==> config.mk <==
export PLATFORM = sky130hd
export DESIGN_NAME = ray_dispatcher
export DESIGN_NICKNAME = d
export VERILOG_FILES = /design/src/rtl/ray_dispatcher.sv
export SDC_FILE = /design/constraint.sdc
export NUM_CORES = 1
export LEC_CHECK = 0
export ABC_CLOCK_PERIOD_IN_PS = 5900
export CAP_MARGIN = 30
export CORE_AREA = 3 3 277 279
export CTS_CLUSTER_DIAMETER = 50
export DETAILED_ROUTE_END_ITERATION = 8
export DIE_AREA = 0 0 280 282
export HOLD_SLACK_MARGIN = 0.03
export PLACE_DENSITY = 0.55
export SYNTH_ARGS = -nofsm -noshare
export SYNTH_HDL_FRONTEND = slang
export SYNTH_SLANG_ARGS = --single-unit
export TNS_END_PERCENT = 1
==> constraint.sdc <==
create_clock -name clk -period 5.9 [get_ports clk]
set_input_delay 0.59 -clock clk [delete_from_list [all_inputs] [get_ports clk]]
set_output_delay 0.59 -clock clk [all_outputs]
set_load 0.005 [all_outputs]
==> src/rtl/ray_dispatcher.sv <==
// Ray dispatcher: accepts one ray request at a time, launches the triangle
// intersector, waits for its finish level under a watchdog, then returns
// the hit result on a valid/ready channel.
module ray_dispatcher #(
  parameter logic [31:0] TIMEOUT_CYCLES = 32'd16777215
) (
  input  logic               clk,
  input  logic               reset,
  input  logic               i_req_valid,
  output logic               o_req_ready,
  input  logic [191:0]       i_req_ray,
  input  logic [15:0]        i_req_id,
  input  logic [31:0]        i_req_baseaddr,
  input  logic [31:0]        i_req_tri_cnt,
  output logic               ins_ivalid,
  output logic [191:0]       ins_ray,
  output logic [31:0]        ins_baseaddr,
  output logic [31:0]        ins_tri_cnt,
  input  logic               ins_hit,
  input  logic signed [31:0] ins_t,
  input  logic [31:0]        ins_tri_index,
  input  logic               ins_finish,
  output logic               o_res_valid,
  input  logic               i_res_ready,
  output logic [15:0]        o_res_id,
  output logic               o_res_hit,
  output logic signed [31:0] o_res_t,
  output logic [31:0]        o_res_tri_index,
  output logic               o_busy,
  output logic               o_error,
  output logic [31:0]        o_ray_count
);

  localparam int unsigned WD_W = 32;
  localparam logic [WD_W-1:0] WD_LAST = TIMEOUT_CYCLES - WD_W'(1);
  localparam logic signed [31:0] T_MISS = 32'sh7fffffff;

  typedef enum logic [2:0] {
    S_IDLE,
    S_LAUNCH,
    S_ARM,
    S_WAIT,
    S_RESULT,
    S_ERROR
  } state_t;

  state_t            state;
  logic [WD_W-1:0]   wd_cnt;

  // Dispatcher FSM with all outputs registered alongside the state
  always_ff @(posedge clk) begin
    if (reset) begin
      state           <= S_IDLE;
      wd_cnt          <= '0;
      o_req_ready     <= 1'b1;
      ins_ivalid      <= 1'b0;
      ins_ray         <= '0;
      ins_baseaddr    <= '0;
      ins_tri_cnt     <= '0;
      o_res_valid     <= 1'b0;
      o_res_id        <= '0;
      o_res_hit       <= 1'b0;
      o_res_t         <= '0;
      o_res_tri_index <= '0;
      o_busy          <= 1'b0;
      o_error         <= 1'b0;
      o_ray_count     <= '0;
    end else begin
      ins_ivalid <= 1'b0;
      case (state)
        S_IDLE: begin
          if (i_req_valid && o_req_ready) begin
            ins_ray      <= i_req_ray;
            ins_baseaddr <= i_req_baseaddr;
            ins_tri_cnt  <= i_req_tri_cnt;
            o_res_id     <= i_req_id;
            o_req_ready  <= 1'b0;
            o_busy       <= 1'b1;
            if (i_req_tri_cnt != 32'd0) begin
              state      <= S_LAUNCH;
              ins_ivalid <= 1'b1;
            end else begin
              // Empty triangle list: report a miss without touching the intersector
              state           <= S_RESULT;
              o_res_valid     <= 1'b1;
              o_res_hit       <= 1'b0;
              o_res_t         <= T_MISS;
              o_res_tri_index <= '0;
            end
          end
        end
        S_LAUNCH: begin
          state <= S_ARM;
        end
        S_ARM: begin
          // Intersector finish may still read 1 here; skip it
          state  <= S_WAIT;
          wd_cnt <= '0;
        end
        S_WAIT: begin
          wd_cnt <= wd_cnt + WD_W'(1);
          if (ins_finish) begin
            state           <= S_RESULT;
            o_res_valid     <= 1'b1;
            o_res_hit       <= ins_hit;
            o_res_t         <= ins_t;
            o_res_tri_index <= ins_tri_index;
          end else if ((TIMEOUT_CYCLES != 32'd0) && (wd_cnt == WD_LAST)) begin
            state   <= S_ERROR;
            o_error <= 1'b1;
          end
        end
        S_RESULT: begin
          if (i_res_ready) begin
            state       <= S_IDLE;
            o_res_valid <= 1'b0;
            o_req_ready <= 1'b1;
            o_busy      <= 1'b0;
            o_ray_count <= o_ray_count + 32'd1;
          end
        end
        S_ERROR: begin
          // Sticky until reset
          o_error     <= 1'b1;
          o_req_ready <= 1'b0;
          o_res_valid <= 1'b0;
          o_busy      <= 1'b1;
        end
        default: begin
          state       <= S_IDLE;
          o_req_ready <= 1'b1;
          o_res_valid <= 1'b0;
          o_busy      <= 1'b0;
        end
      endcase
    end
  end

endmodule

==> results.md, run 1 <==
* Crit path max fanout at 34
* Tot Pwr at approximately 10,000 µW
* Latest clock arrival within the worst-skew pair at 590 ps
* TritonCTS clock tree: yes
* Post-synth EDFFs at 0
* Max Cap Viol at 0
* Die height at approximately 280 µm
* Sw frac at 0.307
* Routed wire per std cell at approximately 18 µm
* Top cells by count, synth: nand2_1, dfxtp_1, a21oi_1
* Largest net degree at the start of global routing at approximately 200
* Remaining Overflow, GRT at 0
* Synth Register Bits at 409
* CP Data Required Time at 6310 ps
* CP arrival at between 3000 and 4000 ps
* Cell Count Post-Placement at between 3k and 4k
* Measured slew at the worst slew-check pin at between 1000 and 1500 ps
* Starting Density at 0.204
* Clock power share at 0.393
* Vias per Instance at around 4.3
* Core Rows at 100
* R2R Setup Slk at 3350 ps
* Sequential fraction of the synthesis area at 0.540
* Final Cycle Share at 0.508
* Hold_buf cts at 0
* Max Slew Vio Count at 0
* CP Launch Type: input port
* Pint at approximately 7000 µW
* Achievable frequency at about 330 MHz
* Initial antenna violation count at 10
* Drt pass-1 iters at 5
* Area delta synth->final at 67.5%
* CP endpoint kind: register
* Vias at ~15k
* Leakage at just under 0.009 µW
* Clock sinks at slightly above 400
* CP startpoint: i_req_tri_cnt[7]
* Clock Path Buffers at 3
* Cell Area, Synth at between 0.015 and 0.02 mm²
* Port-buffer cells at approximately 720
* Finished Layout Cells at ~3.6k
* Depth of the most critical reg-to-reg path at 5
* Total core area at between 0.07 and 0.08 mm²
* Setup bufs post-CTS at 0
* CP Class: input port to register
* Setup Skew at ~18 ps
* IR drop worst, VDD at 0.263 mV
* Global-route wire length before repair at 94,000 µm
* Worst reg2reg endpoint: o_ray_count[30]
* Average cell area after synthesis at 7.94 µm²
* RSZ-0062 raised after global routing: no
* Dpl hpwl at 47,100 µm
* Crit path to: o_res_tri_index[23]
* Die area at between 0.07 and 0.08 mm²
* # resized after CTS at 0
* Fill count at between 7k and 8k
* Final core occ at 0.341
* # setup viols final at 0
* Chip width at 280 µm
* GRT Overall Usage at 0.155
* HP Class: register to register
* Min Tclk post-route at 3000 ps
* Seq pwr share at 0.345
* Gate power share at 0.263
* Worst-path clk slew at 50 ps
* Synth unique cells at 48
* Top-count cell post-synth: nand2_1
* Synth Net Count at approximately 2.3k
* H-tree depth at 3
* Share of flip-flops with an asynchronous set or reset at 0
* Status: complete, no violations
* Ys flop type: dfxtp_1
* Synth area leaders: dfxtp_1, nand2_1, a21oi_1, clkbuf_1, nand3_1
* PwrDens at between 300 and 400 mW/mm²
* Gpl congestion at between 0.8 and 0.9
* Post-synth top area cell: dfxtp_1
* Setup TNS at 0 ps
* IO Pins at around 720
* Reg-to-reg startpoint: state[0]
* Detailed Route WL at between 60,000 and 70,000 µm
* Num CTS Buffers at 67
* Post-route DRC at 0
* Vias in the first global route at 14.9k
* Post-Syn Instances at roughly 1.9k
* Slew Limit Headroom at 0.282
* Layout cells sized above 1 at 0.0546
* Nets@finish at between 2k and 3k
* Yosys warns at 0
* CTS Root Cell: clkbuf_16
* Sw power at about 3100 µW
* Share of the synthesized area in the top cell type at 0.540
* Routed Antenna Nets at 0
* Drt first-iter violations at 881
* Hold Vio Cnt, Final at 0
final cells by class:
class / instances / area [µm²] / area share
Sequential cell: 409 / 8190 / 0.322
Timing Repair Buffer: 728 / 7300 / 0.287
Multi-Input combinational cell: 1319 / 6310 / 0.248
Clock buffer: 83 / 1830 / 0.0720
Tap cell: 969 / 1210 / 0.0477
Clock inverter: 39 / 419 / 0.0165
Inverter: 42 / 158 / 0.00620
Antenna cell: 3 / 7.51 / 0.000295
state kept, by name, summed over array words and instances (netlist names), 3 cells and up:
name,count
ins_tri_cnt,32
o_ray_count,32
o_res_t,32
state,3
o_res_tri_index,32
ins_baseaddr,32
ins_ray,192
o_res_id,16
wd_cnt,32
kinds of logic (layout without fill, tap and decap cells):
kind of cell               count (synthesis)  count (layout)  share of synthesized area
xor gates and xnor gates                  25              25                     0.0144
adders and majority gates                  3               3                    0.00247
and+or+nand+nor                          874             874                      0.247
AOI/OAI and AO/OA                        411             411                      0.146
DFF                                      409             409                      0.540
buffers and inverters                    183             892                     0.0463
other                                      0               3                          0
muxes                                      6               6                    0.00437
worst min path at each step:
stage | start | end | slack, ps | cells past startpoint
2_1_floorplan | wd_cnt[18] | wd_cnt[18] | 430 | 1
3_3_place_gp | o_res_t[26] | o_res_t[26] | 440 | 2
3_5_place_dp | o_res_t[24] | o_res_t[24] | 440 | 2
4_1_cts | ins_ray[4] | ins_ray[4] | 450 | 2
5_1_grt | ins_baseaddr[13] | ins_baseaddr[13] | 470 | 2
6_report | ins_ray[188] | ins_ray[188] | 450 | 2
cells in the final DEF (no fill, tap or decap), types with 10 or more instances in the layout:
master / Yosys / routed
o21ai_0: 15 / 15
nand4_1: 29 / 29
clkinv_2: 0 / 17
or3_1: 14 / 14
clkbuf_16: 0 / 69
nand2_1: 604 / 603
dfxtp_1: 409 / 409
a21oi_1: 336 / 335
xnor2_1: 23 / 23
nor2_1: 81 / 81
a211oi_1: 33 / 33
and4_1: 11 / 11
nand3_1: 63 / 62
inv_1: 41 / 41
nor4_1: 21 / 21
nor3_1: 18 / 18
clkdlybuf4s50_1: 0 / 714
buf_4: 1 / 10
critical path, stage by stage:
cell             delay [ps]
clkdlybuf4s50_1         420
nor4_1                  670
nand4_1                 670
or3_1                   540
buf_4                   260
nand3_1                 140
a21oi_1                  70
metrics by stage:
step                      area, µm²  hold WS (ps)  worst slack [ps]
after floorplan               15200           433              3890
after global placement        23200           440              2280
after detailed placement      23200           444              2280
after CTS                     25400           452              2910
after global routing          25400           465              2770
final                         25400           449              2900
power by group through the flow:
stage | Combinational [µW] | Clock [µW] | Sequential [µW]
3_3_place_gp | 2690 | 0 | 3500
2_1_floorplan | 1080 | 0 | 3510
6_report | 2640 | 3940 | 3460
3_5_place_dp | 2690 | 0 | 3510
5_1_grt | 2890 | 4190 | 3510
4_1_cts | 2700 | 4080 | 3460
routing by layer:
layer | up-vias | global-route usage | wire (µm)
li1 | 7716 | - | -
met1 | 7076 | 0.177 | 25800
met2 | 512 | 0.259 | 31500
met3 | 130 | 0.0593 | 5630
met4 | 14 | 0.0673 | 2330
met5 | - | 0 | 93
Power figures use the tool's default switching activity.
==> run 2: changes to the inputs <==
- ABC_CLOCK_PERIOD_IN_PS: 5900 -> 2700
- PLACE_DENSITY: 0.55 -> 0.57
- clock period: 5.9 -> 2.7 ns (I/O delays scaled with it)
==> results.md, run 2 (synthesis results as in run 1) <==
* Clock sinks at 409 (unchanged)
* H-tree depth at 2 (-1)
* Die area at 0.0790 mm² (unchanged)
* Latest clock arrival within the worst-skew pair at 600 ps (about the same)
* Hold Vio Cnt, Final at 0 (unchanged)
* Starting Density at 0.204 (unchanged)
* Setup Skew at 25.8 ps (+7.91 ps)
* CTS Root Cell: clkbuf_16
* Crit path max fanout at 11 (-68%)
* # resized after CTS at 0 (unchanged)
* Global-route wire length before repair at 92,900 µm (-1.2%)
* Die height at 282 µm (unchanged)
* Max Cap Viol at 0 (unchanged)
* Grt met1 use at 0.174 (-0.00301)
* Final Cycle Share at 0.863
* GRT Overall Usage at 0.152 (-0.00274)
* Placement Cell Area at 0.0235 mm² (+1.4%)
* Vias at 15.5k (+0.60%)
* Drt pass-1 iters at 5 (unchanged)
* Top delay family on crit path: simple AND/OR/NAND/NOR gates
* Port-buffer cells at 715 (unchanged)
* Initial antenna violation count at 11 (+1)
* Leakage at 0.00880 µW (+0.47%)
* Setup ws final at 369 ps (-2540 ps)
* Gate power share at 0.283 (+0.020)
* HP Class: input port to register
* IR drop worst, VDD at 0.694 mV (+160%)
* Routed wire per std cell at 17.7 µm (-2.4%)
* Global route hottest layer: met2
* CP Data Required Time at 3210 ps (-3100 ps)
* Max incr delay on CP at 580 ps (-90 ps)
* Setup bufs post-CTS at 0 (unchanged)
* Max Slew Vio Count at 0 (unchanged)
* Largest net degree at the start of global routing at 139 (-30%)
* Core Rows at 100 (unchanged)
* Most frequent cells in the layout: clkdlybuf4s50_1, nand2_1, dfxtp_1, a21oi_1, nor2_1
* Measured slew at the worst slew-check pin at 752 ps (-325 ps)
* Vias per Instance at 4.31 (+0.13%)
* Nets@finish at 2,934 (+0.76%)
* Chip width at 280 µm (unchanged)
* WP buf/inv at 0 (-2)
* Achievable frequency at about 430 MHz
* TritonCTS clock tree: yes
* Max stage delay cell, worst path: or3_1
* Layout cells sized above 1 at 0.0611 (+0.00647)
* Tot Pwr at 21,200 µW (+110%)
* Setup TNS at 0 ps (unchanged)
* Num CTS Buffers at 60 (-10%)
* Pint at 14,600 µW (+110%)
* CP Class: register to register
* Clock power share at 0.361 (-0.032)
* Routed Antenna Nets at 0 (unchanged)
* # setup viols final at 0 (unchanged)
* Clock Path Buffers at 3 (unchanged)
* Finished Layout Cells at 3,609 (+0.47%)
* Most common cell after layout, fill and taps aside: clkdlybuf4s50_1
* Worst-path clk slew at 60 ps (about the same)
* Gpl congestion at 0.894 (+6.3%)
* Dpl hpwl at 47,600 µm (+1.1%)
* Post-route DRC at 0 (unchanged)
* Max reg flops at 192 (unchanged)
* Vias in the first global route at 14.7k (-1.2%)
* CP Launch Type: register
* Area delta synth->final at 67.8%
* CP arrival at 2840 ps (-560 ps)
* Slew Limit Headroom at 0.499 (+0.217)
* CP endpoint kind: register
* Total core area at 0.0744 mm² (unchanged)
* Sw frac at 0.312 (+0.00465)
* Cell Count Post-Placement at 3,496 (+0.84%)
* Largest reg by FF count: ins_ray
* Sw power at 6600 µW (+110%)
* Status: complete, no violations
* Seq pwr share at 0.356 (+0.011)
* Detailed Route WL at 64,000 µm (-1.9%)
* IO Pins at 716 (unchanged)
* Drt first-iter violations at 922 (+4.7%)
* Remaining Overflow, GRT at 0 (unchanged)
* Dpl ws at 105 ps (-2180 ps)
* CP Cell Sequence: nand4_1, or3_1, or3_4, or4_1, a21oi_1
* Hold_buf cts at 0 (unchanged)
* M3 GR Usage at 0.0549 (-0.00439)
* RSZ-0062 raised after global routing: no
* PwrDens at 831 mW/mm² (+110%)
* Final instance area at 0.0255 mm² (+0.18%)
* Met2 Use GR at 0.264 (+0.00506)
* Min Tclk post-route at roughly 2300 ps
run 2: cell count changes in the layout (fill, tap and decap cells not counted):
| cell | delta |
|---|---|
| clkinv_8 | -2 |
| clkinvlp_4 | +1 |
| buf_4 | +21 |
| buf_12 | +8 |
| clkbuf_8 | +4 |
| clkbuf_16 | -8 |
| clkinv_2 | -9 |
| bufinv_16 | -4 |
| inv_8 | +2 |
| clkbuf_1 | -1 |
| clkinv_4 | +2 |
| inv_6 | +3 |
run 2: final timing paths:
kind	from	to	slack [ps]	cells after the start
worst max-delay path	o_ray_count[10]	o_ray_count[31]	370	5
worst min register to register	o_res_t[20]	o_res_t[20]	450	2
worst min-delay path	reset	o_ray_count[24]	90	2
worst max register to register	o_ray_count[10]	o_ray_count[31]	370	5
run 2: stage by stage:
stage | hold slack, ps | util
global placement | 441 | 0.315
finish | 88.7 | 0.342
CTS | 48.2 | 0.342
floorplan | 406 | -
global route | 76.5 | 0.342
detailed placement | 440 | 0.315
run 2: layer usage:
metal / up-vias / share of wire
met2: 546 / 0.50
met3: 112 / 0.085
met5: - / 0.0012
li1: 7750 / -
met1: 7121 / 0.39
met4: 12 / 0.029
run 2: final cells by class:
| class | count | area, µm² |
|---|---|---|
| inverter | 42 | 158 |
| clock inverter | 32 | 295 |
| sequential | 409 | 8190 |
| multi-input combinational | 1319 | 6310 |
| clock buffer | 78 | 1680 |
| antenna | 3 | 7.51 |
| tap | 969 | 1210 |
| timing repair buffer | 757 | 7610 |
| fill | 7773 | 49000 |
run 2: power by group through the flow:
stage	sequential, µW	clock [µW]	combinational (µW)
final	7540	7650	5990
after detailed placement	7660	0	6100
after global placement	7630	0	6110
after CTS	7540	7900	6120
after global routing	7660	8150	6560
after floorplan	7670	0	2360
==> run 3: changes to the inputs <==
- ABC_CLOCK_PERIOD_IN_PS: 2700 -> 2000
- clock period: 2.7 -> 2 ns (I/O delays scaled with it)
==> results.md, run 3 (synthesis results as in run 1) <==
* Vias in the first global route at 15.0k (+2.1%)
* Crit path to: o_res_tri_index[23]
* Port-buffer cells at 715 (unchanged)
* Area of the multi-input gates at 0.00634 mm² (+0.48%)
* IO Pins at 716 (unchanged)
* RSZ-0062 raised after global routing: no
* TritonCTS clock tree: yes
* HP Class: input port to register
* Clock sinks at 409 (unchanged)
* Die height at 282 µm (unchanged)
* R2R Setup Slk at 100 ps (-270 ps)
* Most common cell after layout, fill and taps aside: clkdlybuf4s50_1
* Latest clock arrival within the worst-skew pair at 600 ps (about the same)
* Hold Vio Cnt, Final at 0 (unchanged)
* Area delta synth->final at 72.5%
* Num CTS Buffers at 58 (-3.3%)
* Measured slew at the worst slew-check pin at 660 ps (-91.9 ps)
* Vias per Instance at 4.30 (about the same)
* Max stage delay cell, worst path: clkdlybuf4s50_1
* Depth of the most critical reg-to-reg path at 5 (unchanged)
* Remaining Overflow, GRT at 0 (unchanged)
* Worst-path clk slew at 60 ps (about the same)
* Slew Limit Headroom at 0.560 (+0.0613)
* # setup viols final at 0 (unchanged)
* Die area at 0.0790 mm² (unchanged)
* CP arrival at 2380 ps (-460 ps)
* Largest net degree at the start of global routing at 118 (-15%)
* Most frequent CP cell: buf_4
* Clock power share at 0.366 (+0.005)
* CP Data Required Time at 2470 ps (-740 ps)
* Min Tclk post-route at ~1900 ps
* Leakage at 0.00920 µW (+4.5%)
* CP endpoint kind: register
* Chip width at 280 µm (unchanged)
* Gpl congestion at 0.886 (-0.91%)
* Status: complete, no violations
* GRT Overall Usage at 0.154 (+0.00175)
* Core Rows at 100 (unchanged)
* Drt pass-1 iters at 5 (unchanged)
* Global-route wire length before repair at 93,900 µm (+1.1%)
* CP startpoint: i_req_tri_cnt[31]
* IR drop worst, VDD at 0.788 mV (+13%)
* Starting Density at 0.204 (unchanged)
* Max Slew Vio Count at 0 (unchanged)
* CTS Root Cell: clkbuf_16
* Nets@finish at 3,001 (+2.3%)
* Detailed Route WL at 65,100 µm (+1.6%)
* Gate power share at 0.290 (+0.007)
* Clock Path Buffers at 3 (unchanged)
* Crit path max fanout at 34 (+23)
* Drt first-iter violations at 919 (-0.33%)
* Achievable frequency at between 500 and 600 MHz
* Initial antenna violation count at 8 (-3)
* FF/Latch Area at 0.00819 mm² (about the same)
* Max incr delay on CP at 400 ps (-180 ps)
* Total core area at 0.0744 mm² (unchanged)
* Seq pwr share at 0.344 (-0.012)
* Sw frac at 0.305 (-0.00732)
* PwrDens at 1130 mW/mm² (+35%)
* Routed Antenna Nets at 0 (unchanged)
* Setup TNS at 0 ps (unchanged)
* Most frequent cells in the layout: clkdlybuf4s50_1, nand2_1, dfxtp_1, a21oi_1, buf_4
* Largest reg by FF count: ins_ray
* Sw power at 8980 µW (+36%)
* Pint at 20,500 µW (+41%)
* Reg-to-reg startpoint: o_ray_count[13]
* Post-route DRC at 0 (unchanged)
* Vias at 15.8k (+1.6%)
* H-tree depth at 2 (unchanged)
* Worst reg2reg endpoint: o_ray_count[31]
* Max Cap Viol at 0 (unchanged)
* Max reg flops at 192 (unchanged)
* Final core occ at 0.352 (+0.00961)
* CP Cell Sequence: clkdlybuf4s50_1, buf_4, nor4_4, buf_4, nand4_1, buf_4, or3_1, buf_12, nand3_1, a21oi_1
* Dpl hpwl at 49,000 µm (+3.0%)
* CP Launch Type: input port
* Routed wire per std cell at 17.7 µm (about the same)
* CP Class: input port to register
* Layout cells sized above 1 at 0.0859 (+0.0249)
* Final Cycle Share at 0.956
* Ant diodes at 0 (-3)
* Fill count at 7,765 (-0.10%)
* Setup Skew at 22.8 ps (-2.94 ps)
-- run 3: final cells by class --
type / count / share of cell area
clock inverter: 34 / 0.0179
inverter: 42 / 0.00602
clock buffer: 70 / 0.0598
timing repair buffer: 826 / 0.315
multi-input combinational: 1319 / 0.242
sequential: 409 / 0.313
tap: 969 / 0.0463
-- run 3: stage by stage --
step                instance area, µm²  hold slack, ps  power (µW)  setup slack [ps]  std cells
detailed placement               24100             441       19000             -1070       3563
global route                     26200             117       31100              5.49       3669
global placement                 24100             440       19000              -965       3563
CTS                              26200            88.4       30000              47.3       3669
floorplan                        15200             336       13500              85.2       1911
finish                           26200             147       29500              88.8       3669
-- run 3: repair_timing --
| action | 4_1_cts | 5_1_grt |
|---|---|---|
| gates cloned | 0 | 0 |
| pin swaps | 1 | 0 |
| hold endpoints to repair | 21 | 0 |
| buffers inserted | 1 | 0 |
| gates resized for setup | 2 | 5 |
| setup endpoints to repair | 69 | 49 |
| hold buffers | 1 | 0 |
-- run 3: worst min path at each step --
stage                     depth (start not counted)               start               end  slack [ps]
final                                             3  i_req_baseaddr[21]  ins_baseaddr[21]         150
after global routing                              3       i_req_ray[49]       ins_ray[49]         120
after CTS                                         3  i_req_baseaddr[21]  ins_baseaddr[21]          90
after detailed placement                          2         o_res_t[17]       o_res_t[17]         440
after global placement                            2         o_res_t[12]       o_res_t[12]         440
after floorplan                                   2   i_req_baseaddr[0]   ins_baseaddr[0]         340
-- run 3: power groups by stage --
stage               Sequential, µW  Clock [µW]  Combinational, µW
floorplan                    10400           0               3180
detailed placement           10300           0               8670
CTS                          10100       11100               8720
global route                 10300       11500               9330
finish                       10100       10800               8560
global placement             10300           0               8700
-- run 3: worst max-delay path: cells and delay by family --
kind | cells | cell delay, ps
and+or+nand+nor | 4 | 930
AOI/OAI and AO/OA | 1 | 60
buffers and inverters | 5 | 1140
-- run 3: metal layers --
layer	up-vias	part of all wire	global-route usage
met5	-	0.0011	0
met4	12	0.037	0.0614
met3	134	0.083	0.0537
met2	514	0.49	0.262
met1	7256	0.39	0.178
li1	7877	-	-
